File: config.mk
export PLATFORM = sky130hd
export DESIGN_NAME = eth_ram_rd_arbiter
export DESIGN_NICKNAME = d
export VERILOG_FILES = /design/src/rtl/eth_ram_rd_arbiter_pkg.sv /design/src/rtl/eth_rr_pick.sv /design/src/rtl/eth_ram_rd_arbiter.sv
export SDC_FILE = /design/constraint.sdc
export NUM_CORES = 1
export LEC_CHECK = 0
export CAP_MARGIN = 15
export CORE_AREA = 2 2 53 55
export DETAILED_ROUTE_END_ITERATION = 10
export DIE_AREA = 0 0 55 57
export DONT_BUFFER_PORTS = 1
export PLACE_DENSITY = 0.58
export SLEW_MARGIN = 20
export SYNTH_ARGS = -nofsm -noshare
export SYNTH_HDL_FRONTEND = slang
export SYNTH_SLANG_ARGS = --single-unit
File: constraint.sdc
create_clock -name clk -period 2.8 [get_ports clk]
set_clock_uncertainty 0.1 [all_clocks]
set_input_delay 0.28 -clock clk [delete_from_list [all_inputs] [get_ports clk]]
set_output_delay 0.28 -clock clk [all_outputs]
set_load 0.02 [all_outputs]
File: src/rtl/eth_ram_rd_arbiter_pkg.sv
// Shared types and defaults for the packet-RAM read-port arbiter.
// The default widths track the eth_writer RAM geometry.
package eth_ram_rd_arbiter_pkg;

  localparam int ETH_RAM_ADDR_W   = 16;
  localparam int ETH_RAM_DATA_MSB = 15;

  // Encodings 2 and 3 are never entered on purpose; the FSM recovers from them to IDLE.
  typedef enum logic [1:0] {
    ARB_IDLE  = 2'd0,
    ARB_GRANT = 2'd1
  } arb_state_e;

  // One spare bit so that beat_cnt+1 can reach MAX_BURST without wrapping.
  function automatic int beat_cnt_w(input int max_burst);
    return $clog2(max_burst) + 1;
  endfunction

endpackage

File: src/rtl/eth_rr_pick.sv
// Round-robin picker: first set request at or after ptr+1 (mod NUM_REQ).
// Purely combinational; any=0 when no request is set.
module eth_rr_pick
  import eth_ram_rd_arbiter_pkg::*;
#(
  parameter int NUM_REQ = 2,
  parameter int GNT_W   = $clog2(NUM_REQ)
) (
  input  logic [NUM_REQ-1:0] req,
  input  logic [GNT_W-1:0]   ptr,
  output logic [GNT_W-1:0]   pick,
  output logic               any
);

  // Walk offsets from farthest to nearest so the nearest set bit wins.
  always_comb begin
    pick = '0;
    any  = 1'b0;
    for (int k = NUM_REQ; k >= 1; k--) begin
      if (req[(int'(ptr) + k) % NUM_REQ]) begin
        pick = GNT_W'((int'(ptr) + k) % NUM_REQ);
        any  = 1'b1;
      end
    end
  end

endmodule

File: src/rtl/eth_ram_rd_arbiter.sv
// Round-robin arbiter for the single packet-RAM read port, with per-requester
// burst lock capped at MAX_BURST beats. Every release passes through one IDLE cycle.
module eth_ram_rd_arbiter
  import eth_ram_rd_arbiter_pkg::*;
#(
  parameter  int DATA_WIDTH_MSB = ETH_RAM_DATA_MSB,
  parameter  int ADDR_WIDTH     = ETH_RAM_ADDR_W,
  parameter  int NUM_REQ        = 2,
  parameter  int MAX_BURST      = 16,
  localparam int GNT_W          = $clog2(NUM_REQ)
) (
  input  logic                          clk,
  input  logic                          rst_n,
  input  logic [NUM_REQ-1:0]            req_valid,
  input  logic [NUM_REQ*ADDR_WIDTH-1:0] req_addr,
  input  logic [NUM_REQ-1:0]            req_lock,
  output logic [NUM_REQ-1:0]            req_ready,
  output logic [DATA_WIDTH_MSB:0]       req_rd_data,
  output logic                          ram_rd_valid,
  output logic [ADDR_WIDTH-1:0]         ram_rd_addr,
  input  logic                          ram_rd_ready,
  input  logic [DATA_WIDTH_MSB:0]       ram_rd_data,
  output logic [GNT_W-1:0]              grant_id,
  output logic [1:0]                    arb_state
);

  localparam int                BEAT_W    = beat_cnt_w(MAX_BURST);
  localparam logic [BEAT_W-1:0] BURST_LIM = BEAT_W'(MAX_BURST);
  localparam logic [GNT_W-1:0]  PTR_RST   = GNT_W'(NUM_REQ - 1);

  arb_state_e                           state_q, state_d;
  logic [GNT_W-1:0]                     grant_q, grant_d;
  logic [GNT_W-1:0]                     ptr_q, ptr_d;
  logic [BEAT_W-1:0]                    beat_q, beat_d, beat_inc;
  logic [GNT_W-1:0]                     pick;
  logic                                 any;
  logic                                 in_grant, g_valid, g_lock, beat;
  logic [NUM_REQ-1:0][ADDR_WIDTH-1:0]   addr_arr;

  assign addr_arr = req_addr;

  eth_rr_pick #(
    .NUM_REQ (NUM_REQ),
    .GNT_W   (GNT_W)
  ) u_pick (
    .req  (req_valid),
    .ptr  (ptr_q),
    .pick (pick),
    .any  (any)
  );

  assign in_grant = (state_q == ARB_GRANT);
  assign g_valid  = req_valid[grant_q];
  assign g_lock   = req_lock[grant_q];
  assign beat_inc = beat_q + 1'b1;

  // A withdrawn request drops the RAM request immediately, so a stray ram_rd_ready is ignored.
  assign ram_rd_valid = in_grant & g_valid;
  assign ram_rd_addr  = ram_rd_valid ? addr_arr[grant_q] : '0;
  assign beat         = ram_rd_valid & ram_rd_ready;
  assign req_rd_data  = in_grant ? ram_rd_data : '0;
  assign grant_id     = grant_q;
  assign arb_state    = state_q;

  for (genvar i = 0; i < NUM_REQ; i++) begin : g_rdy
    assign req_ready[i] = beat & (grant_q == GNT_W'(i));
  end

  always_ff @(posedge clk or negedge rst_n) begin
    if (!rst_n) begin
      state_q <= ARB_IDLE;
      grant_q <= '0;
      ptr_q   <= PTR_RST;
      beat_q  <= '0;
    end else begin
      state_q <= state_d;
      grant_q <= grant_d;
      ptr_q   <= ptr_d;
      beat_q  <= beat_d;
    end
  end

  always_comb begin
    state_d = state_q;
    grant_d = grant_q;
    ptr_d   = ptr_q;
    beat_d  = beat_q;
    case (state_q)
      ARB_IDLE: begin
        if (any) begin
          grant_d = pick;
          ptr_d   = pick;
          beat_d  = '0;
          state_d = ARB_GRANT;
        end
      end
      ARB_GRANT: begin
        if (!g_valid) begin
          state_d = ARB_IDLE;
        end else if (beat) begin
          beat_d = beat_inc;
          if (!(g_lock && (beat_inc < BURST_LIM))) state_d = ARB_IDLE;
        end
      end
      default: state_d = ARB_IDLE;
    endcase
  end

endmodule
==> impl_metrics.py, run 1 <==
metrics = {
    "floorplan": {
        "rows": 19,
        "initial_core_util_pct": 32.8,
        "die_w_um": 55,
        "io_pins": 93,
        "fp.dieH_um": 57,
        "core_mm2": 0.00262,
        "dieArea_mm2": 0.00314,
    },
    "clocking": {
        "insertion_delay_ps": 250,
        "root_buffer": "clkbuf_4",
        "tritoncts": "yes",
        "htree_levels": 1,
        "postCtsSetupBuffers": 0,
        "cts_buffers": 3,
        "clk_path_buf_depth": 2,
        "cts.sinks": 8,
        "path_clk_slew_ps": 50,
    },
    "worst_setup_path": {
        "arrival_ps": 1840,
        "crit_path_max_fanout": 26,
        "worst_path_max_delay_cell": "dfrtp_1",
        "critPathBufInv": 1,
        "r2r-start": "arb_state[0]$_DFFE_PN0P_",
        "critPathRequiredTime_ps": 2420,
        "path_class": "reg -> out",
        "rr_worst_depth": 3,
        "regToRegSetupSlack_ps": 1110,
        "cp_num_cells": 3,
        "startpoint": "arb_state[0]$_DFFE_PN0P_",
        "critPathMaxStageDelay_ps": 830,
        "worstPathCellList": "nand2_4 > inv_2 > and3_1",
        "critPathLaunchType": "register",
        "end_kind": "output port",
        "critPathTopFamily": "flip-flops",
    },
    "sta": {
        "post-route-period-util_pct": 79.5,
        "fin_crit_ps": 2220,
        "setup_viol": 0,
        "max_slew_margin_pct": 49.2,
        "max_freq_ghz": 0.449,
        "tightest_slew_ps": 762,
        "hold_violations": 0,
        "tns_ps": 0,
        "rsz0062_at_grt": "no",
        "drv_slew": 0,
    },
    "global_routing": {
        "grt_use_total_pct": 14.6,
        "grt_antenna_before_repair": 0,
        "grt_pass1_vias": 752,
        "grt_max_degree": 27,
        "overflow": 0,
        "grt_pass1_wl_mm": 3.31,
    },
    "min_path": {
        "worstHoldStart": "req_valid[1]",
        "hold_class": "in -> reg",
        "hold_path_depth": 2,
    },
    "detailed_routing": {
        "vias": 750,
        "drc": 0,
        "drtIter0Drc": 8,
        "avgViaCountPerCell": 5.51,
        "wl_per_cell_um": 15.8,
        "drt_wl_total_mm": 2.14,
        "drtAntennaViolNets": 0,
        "dr.pass1.iters": 4,
    },
    "cells_and_area": {
        "mostFrequentLayoutCells": "mux2i_1 (19), nor2_1 (18), and2_1 (17), nand2_1 (8), dfrtp_1 (7)",
        "nets": 162,
        "fillerInstances": 272,
        "fin_util_pct": 34.2,
        "final_common_cell": "mux2i_1",
        "syn_to_final_growth_pct": 4.08,
        "antennaDiodeCount": 0,
        "final_area_um2": 893,
        "layout-drive-gt1-share_pct": 9.52,
    },
    "outcome": {
        "status": "complete, no violations",
    },
    "placement": {
        "dpl-instance-area_um2": 857,
        "port_buffers": 0,
        "hpwl_mm": 1.80,
        "place_congestion": 0.827,
    },
    "synthesis": {
        "synthCells": 107,
        "seq_area_frac_synth_pct": 23.5,
        "async_flop_share_pct": 100,
        "synth_cell_types": 29,
        "ys_warn_count": 0,
        "ys_ff_latch": 8,
        "synth_area_um2": 858,
        "synth_ff_type": "dfrtp_1",
        "synth_fp_nets": 163,
        "synth_edf_count": 0,
        "syn_avg_cell_area_um2": 8.02,
    },
    "pwr": {
        "power.density_mw_per_mm2": 1050,
        "totalPowerFinal_mw": 0.941,
        "leakage_nw": 0.441,
        "vdd_ir_drop_max_uv": 491,
    },
    "flow_run": {
        "maxCapViolations": 0,
    },
}
-- state kept, by name, summed over array words and instances, names as in the netlist --
name / count
beat_q: 5
arb_state: 1
grant_id: 1
ptr_q: 1
-- stage by stage --
step,worst slack (ps),hold WS [ps],instances
after CTS,547,85.4,136
after global placement,875,-115,131
final,575,90.2,136
after detailed placement,819,-115,131
after global routing,360,89.2,136
after floorplan,1080,-116,107
-- logic make-up (layout without fill, tap and decap cells) --
kind of cell | Yosys count | after routing | synth area share (%)
other cells | 1 | 1 | 0.437
mux | 22 | 22 | 27.8
buf+inv | 10 | 8 | 6.41
compound gates | 8 | 8 | 6.27
flops | 8 | 8 | 23.5
xor+xnor | 1 | 1 | 1.02
fa+ha+maj | 1 | 1 | 1.46
simple gates | 56 | 56 | 33.1
-- cells in the mapped netlist (all sizes together), types with 2 or more instances --
cell / instances / area share, %
and2: 17 / 12
and3: 2 / 1.5
buf: 6 / 4.7
clkbuf: 2 / 0.87
dfrtp: 7 / 20
inv: 2 / 0.87
mux2: 2 / 3.1
mux2i: 19 / 22
nand2: 9 / 4.8
nand2b: 4 / 2.9
nand3: 5 / 2.9
nor2: 18 / 7.9
o21ai: 3 / 1.7
-- report_power, final --
group	internal [mW]	leakage [nW]	total, mW	switching, mW
logic	0.202	0.324	0.624	0.422
registers	0.153	0.102	0.223	0.0702
clock network	0.0545	0.0150	0.0939	0.0394
-- worst paths after layout --
check | endpoint
hold reg to reg | ptr_q$_DFFE_PN1P_
min in group asynchronous | beat_q[3]$_DFFE_PN0P_
hold / removal | ptr_q$_DFFE_PN1P_
setup / recovery | req_ready[1]
setup reg to reg | beat_q[4]$_DFFE_PN0P_
max in group asynchronous | ptr_q$_DFFE_PN1P_
-- layout make-up --
cell class / count / area (µm²) / share of cell area (%)
flip-flops and latches: 8 / 201 / 22.5
clock buffers: 4 / 26.3 / 2.94
well taps: 31 / 38.8 / 4.34
multi-input cells: 89 / 602 / 67.4
inverters: 2 / 7.51 / 0.840
repair buffers: 2 / 17.5 / 1.96
-- layer usage --
layer	track usage, %	vias to the layer above	wire length, µm
met5	0	-	0
met4	8.01	0	40
met3	1.31	6	217
met2	26.5	69	1180
met1	15.9	320	703
li1	-	355	-
-- what timing repair did --
| item | in CTS | in global routing |
|---|---|---|
| hold buffers | 1 | 0 |
| resized for setup | 0 | 0 |
| hold endpoints to repair | 8 | 0 |
Note: power is estimated with default switching activity, not from simulation.
==> run 2, diff against run 1 <==
==> constraint.sdc (replaced) <==
create_clock -name clk -period 2.12 [get_ports clk]
set_clock_uncertainty 0.1 [all_clocks]
set_input_delay 0.212 -clock clk [delete_from_list [all_inputs] [get_ports clk]]
set_output_delay 0.212 -clock clk [all_outputs]
set_load 0.02 [all_outputs]
==> run 2 against run 1 <==
Against the previous run:
- critical path depth grew 1
- via count grew 11%
- global-route usage grew 0.89 points
- critical path type unchanged
- count of clock-buffer cells in the layout is the same
- combinational power grew 65%
- non-clock buffer count grew 20
- cell count grew 15%
- routed wire length grew 11%
- cell area grew 17%
- worst setup slack lost 280 ps
- largest cell class unchanged
==> impl_metrics.py, run 2 (synthesis gave the netlist of run 1 again) <==
metrics = {
    "worst_setup_path": {
        "critPathRequiredTime_ps": 1810,
        "critPathMaxStageDelay_ps": 400,
        "crit_path_max_fanout": 18,
        "arrival_ps": 1510,
        "end_kind": "output port",
        "path_class": "reg -> out",
        "worstPathCellList": "mux2_4 > nand2_4 > inv_2 > and3_1",
        "critPathLaunchType": "register",
        "worst_path_max_delay_cell": "dfrtp_1",
    },
    "clocking": {
        "cts_resized": 0,
        "insertion_delay_ps": 260,
        "postCtsSetupBuffers": 0,
        "tritoncts": "yes",
        "root_buffer": "clkbuf_4",
        "path_clk_slew_ps": 60,
        "cts.sinks": 8,
        "cts_buffers": 3,
        "hold_buffers": 2,
        "clk_path_buf_depth": 2,
        "htree_levels": 1,
    },
    "cells_and_area": {
        "largest_reg_flops": 5,
        "fillerInstances": 269,
        "mostFrequentLayoutCells": "buf_4 (20), mux2i_1 (19), nor2_1 (18), and2_1 (17), nand2_1 (8)",
        "nets": 182,
        "layout-drive-gt1-share_pct": 23.2,
        "fin_util_pct": 40.0,
        "antennaDiodeCount": 0,
        "finalNonFillerCells": 156,
        "syn_to_final_growth_pct": 21.9,
        "final_common_cell": "buf_4",
        "regMostFlops": "beat_q",
    },
    "min_path": {
        "hold_class": "in -> reg",
    },
    "detailed_routing": {
        "drt_wl_total_mm": 2.38,
        "vias": 836,
        "dr.pass1.iters": 4,
        "avgViaCountPerCell": 5.36,
        "drtIter0Drc": 13,
        "drtAntennaViolNets": 0,
        "drc": 0,
        "wl_per_cell_um": 15.3,
    },
    "sta": {
        "rsz0062_at_grt": "no",
        "hold_violations": 0,
        "fin_crit_ps": 1830,
        "tns_ps": 0,
        "setup_viol": 0,
        "drv_slew": 0,
        "post-route-period-util_pct": 86.1,
        "hold_ws_ps": 9.54,
        "max_freq_ghz": 0.548,
    },
    "floorplan": {
        "fp.dieH_um": 57,
        "io_pins": 93,
        "core_mm2": 0.00262,
        "initial_core_util_pct": 32.8,
        "die_w_um": 55,
        "rows": 19,
        "dieArea_mm2": 0.00314,
    },
    "placement": {
        "place_inst": 150,
        "place_congestion": 0.841,
        "hpwl_mm": 1.97,
        "port_buffers": 0,
    },
    "global_routing": {
        "grt_antenna_before_repair": 0,
        "grt_max_degree": 23,
        "grt_use_total_pct": 15.5,
        "grt_pass1_wl_mm": 3.56,
        "overflow": 0,
        "grt_pass1_vias": 786,
    },
    "pwr": {
        "vdd_ir_drop_max_uv": 676,
        "totalPowerFinal_mw": 1.42,
        "power.density_mw_per_mm2": 1360,
        "leakage_nw": 0.545,
    },
    "flow_run": {
        "maxCapViolations": 0,
    },
    "outcome": {
        "status": "complete, no violations",
    },
}
==> run 2: metrics by stage <==
| step | setup slack [ps] | area, µm² |
|---|---|---|
| 2_1_floorplan | 467 | 858 |
| 3_3_place_gp | 599 | 1000 |
| 3_5_place_dp | 540 | 1000 |
| 4_1_cts | 290 | 1050 |
| 5_1_grt | 217 | 1050 |
| 6_report | 294 | 1050 |
==> run 2: layout make-up <==
class	count	area [µm²]	share of cell area [%]
clock buffer	4	26.3	2.51
inverter	2	7.51	0.718
multi-input combinational	89	602	57.5
sequential	8	201	19.3
tap	31	38.8	3.71
timing repair buffer	22	170	16.3
==> run 2: final timing paths <==
| path | start | to | slack [ps] | cells after the start |
|---|---|---|---|---|
| worst min register to register | ptr_q$_DFFE_PN1P_ | ptr_q$_DFFE_PN1P_ | 400 | 2 |
| min in group asynchronous | rst_n | beat_q[4]$_DFFE_PN0P_ | 210 | 1 |
| worst min-delay path | req_valid[1] | ptr_q$_DFFE_PN1P_ | 10 | 2 |
| max in group asynchronous | rst_n | ptr_q$_DFFE_PN1P_ | 1380 | 1 |
| worst max-delay path | grant_id$_DFFE_PN0P_ | req_ready[1] | 290 | 4 |
| worst max register to register | grant_id$_DFFE_PN0P_ | beat_q[0]$_DFFE_PN0P_ | 540 | 3 |
==> run 2: metal layers <==
layer  global-route usage, %  part of all wire, %  vias up
li1                        -                    -      391
met1                    17.2                   34      364
met2                    28.9                   54       79
met3                    3.66                   11        2
met4                    3.14                 0.55        0
met5                       0                    0        -
==> run 2: worst max-delay path, delay by kind of cell, from the launching register on <==
family	cells	cell delay, ps
buf+inv	1	60
simple gates	2	450
mux	1	350
flops	1	400
==> run 2: report_power, final <==
group | internal, mW | switching (mW) | total (mW)
registers | 0.202 | 0.0621 | 0.265
logic | 0.400 | 0.626 | 1.03
clock network | 0.0723 | 0.0571 | 0.129
total | 0.675 | 0.745 | 1.42
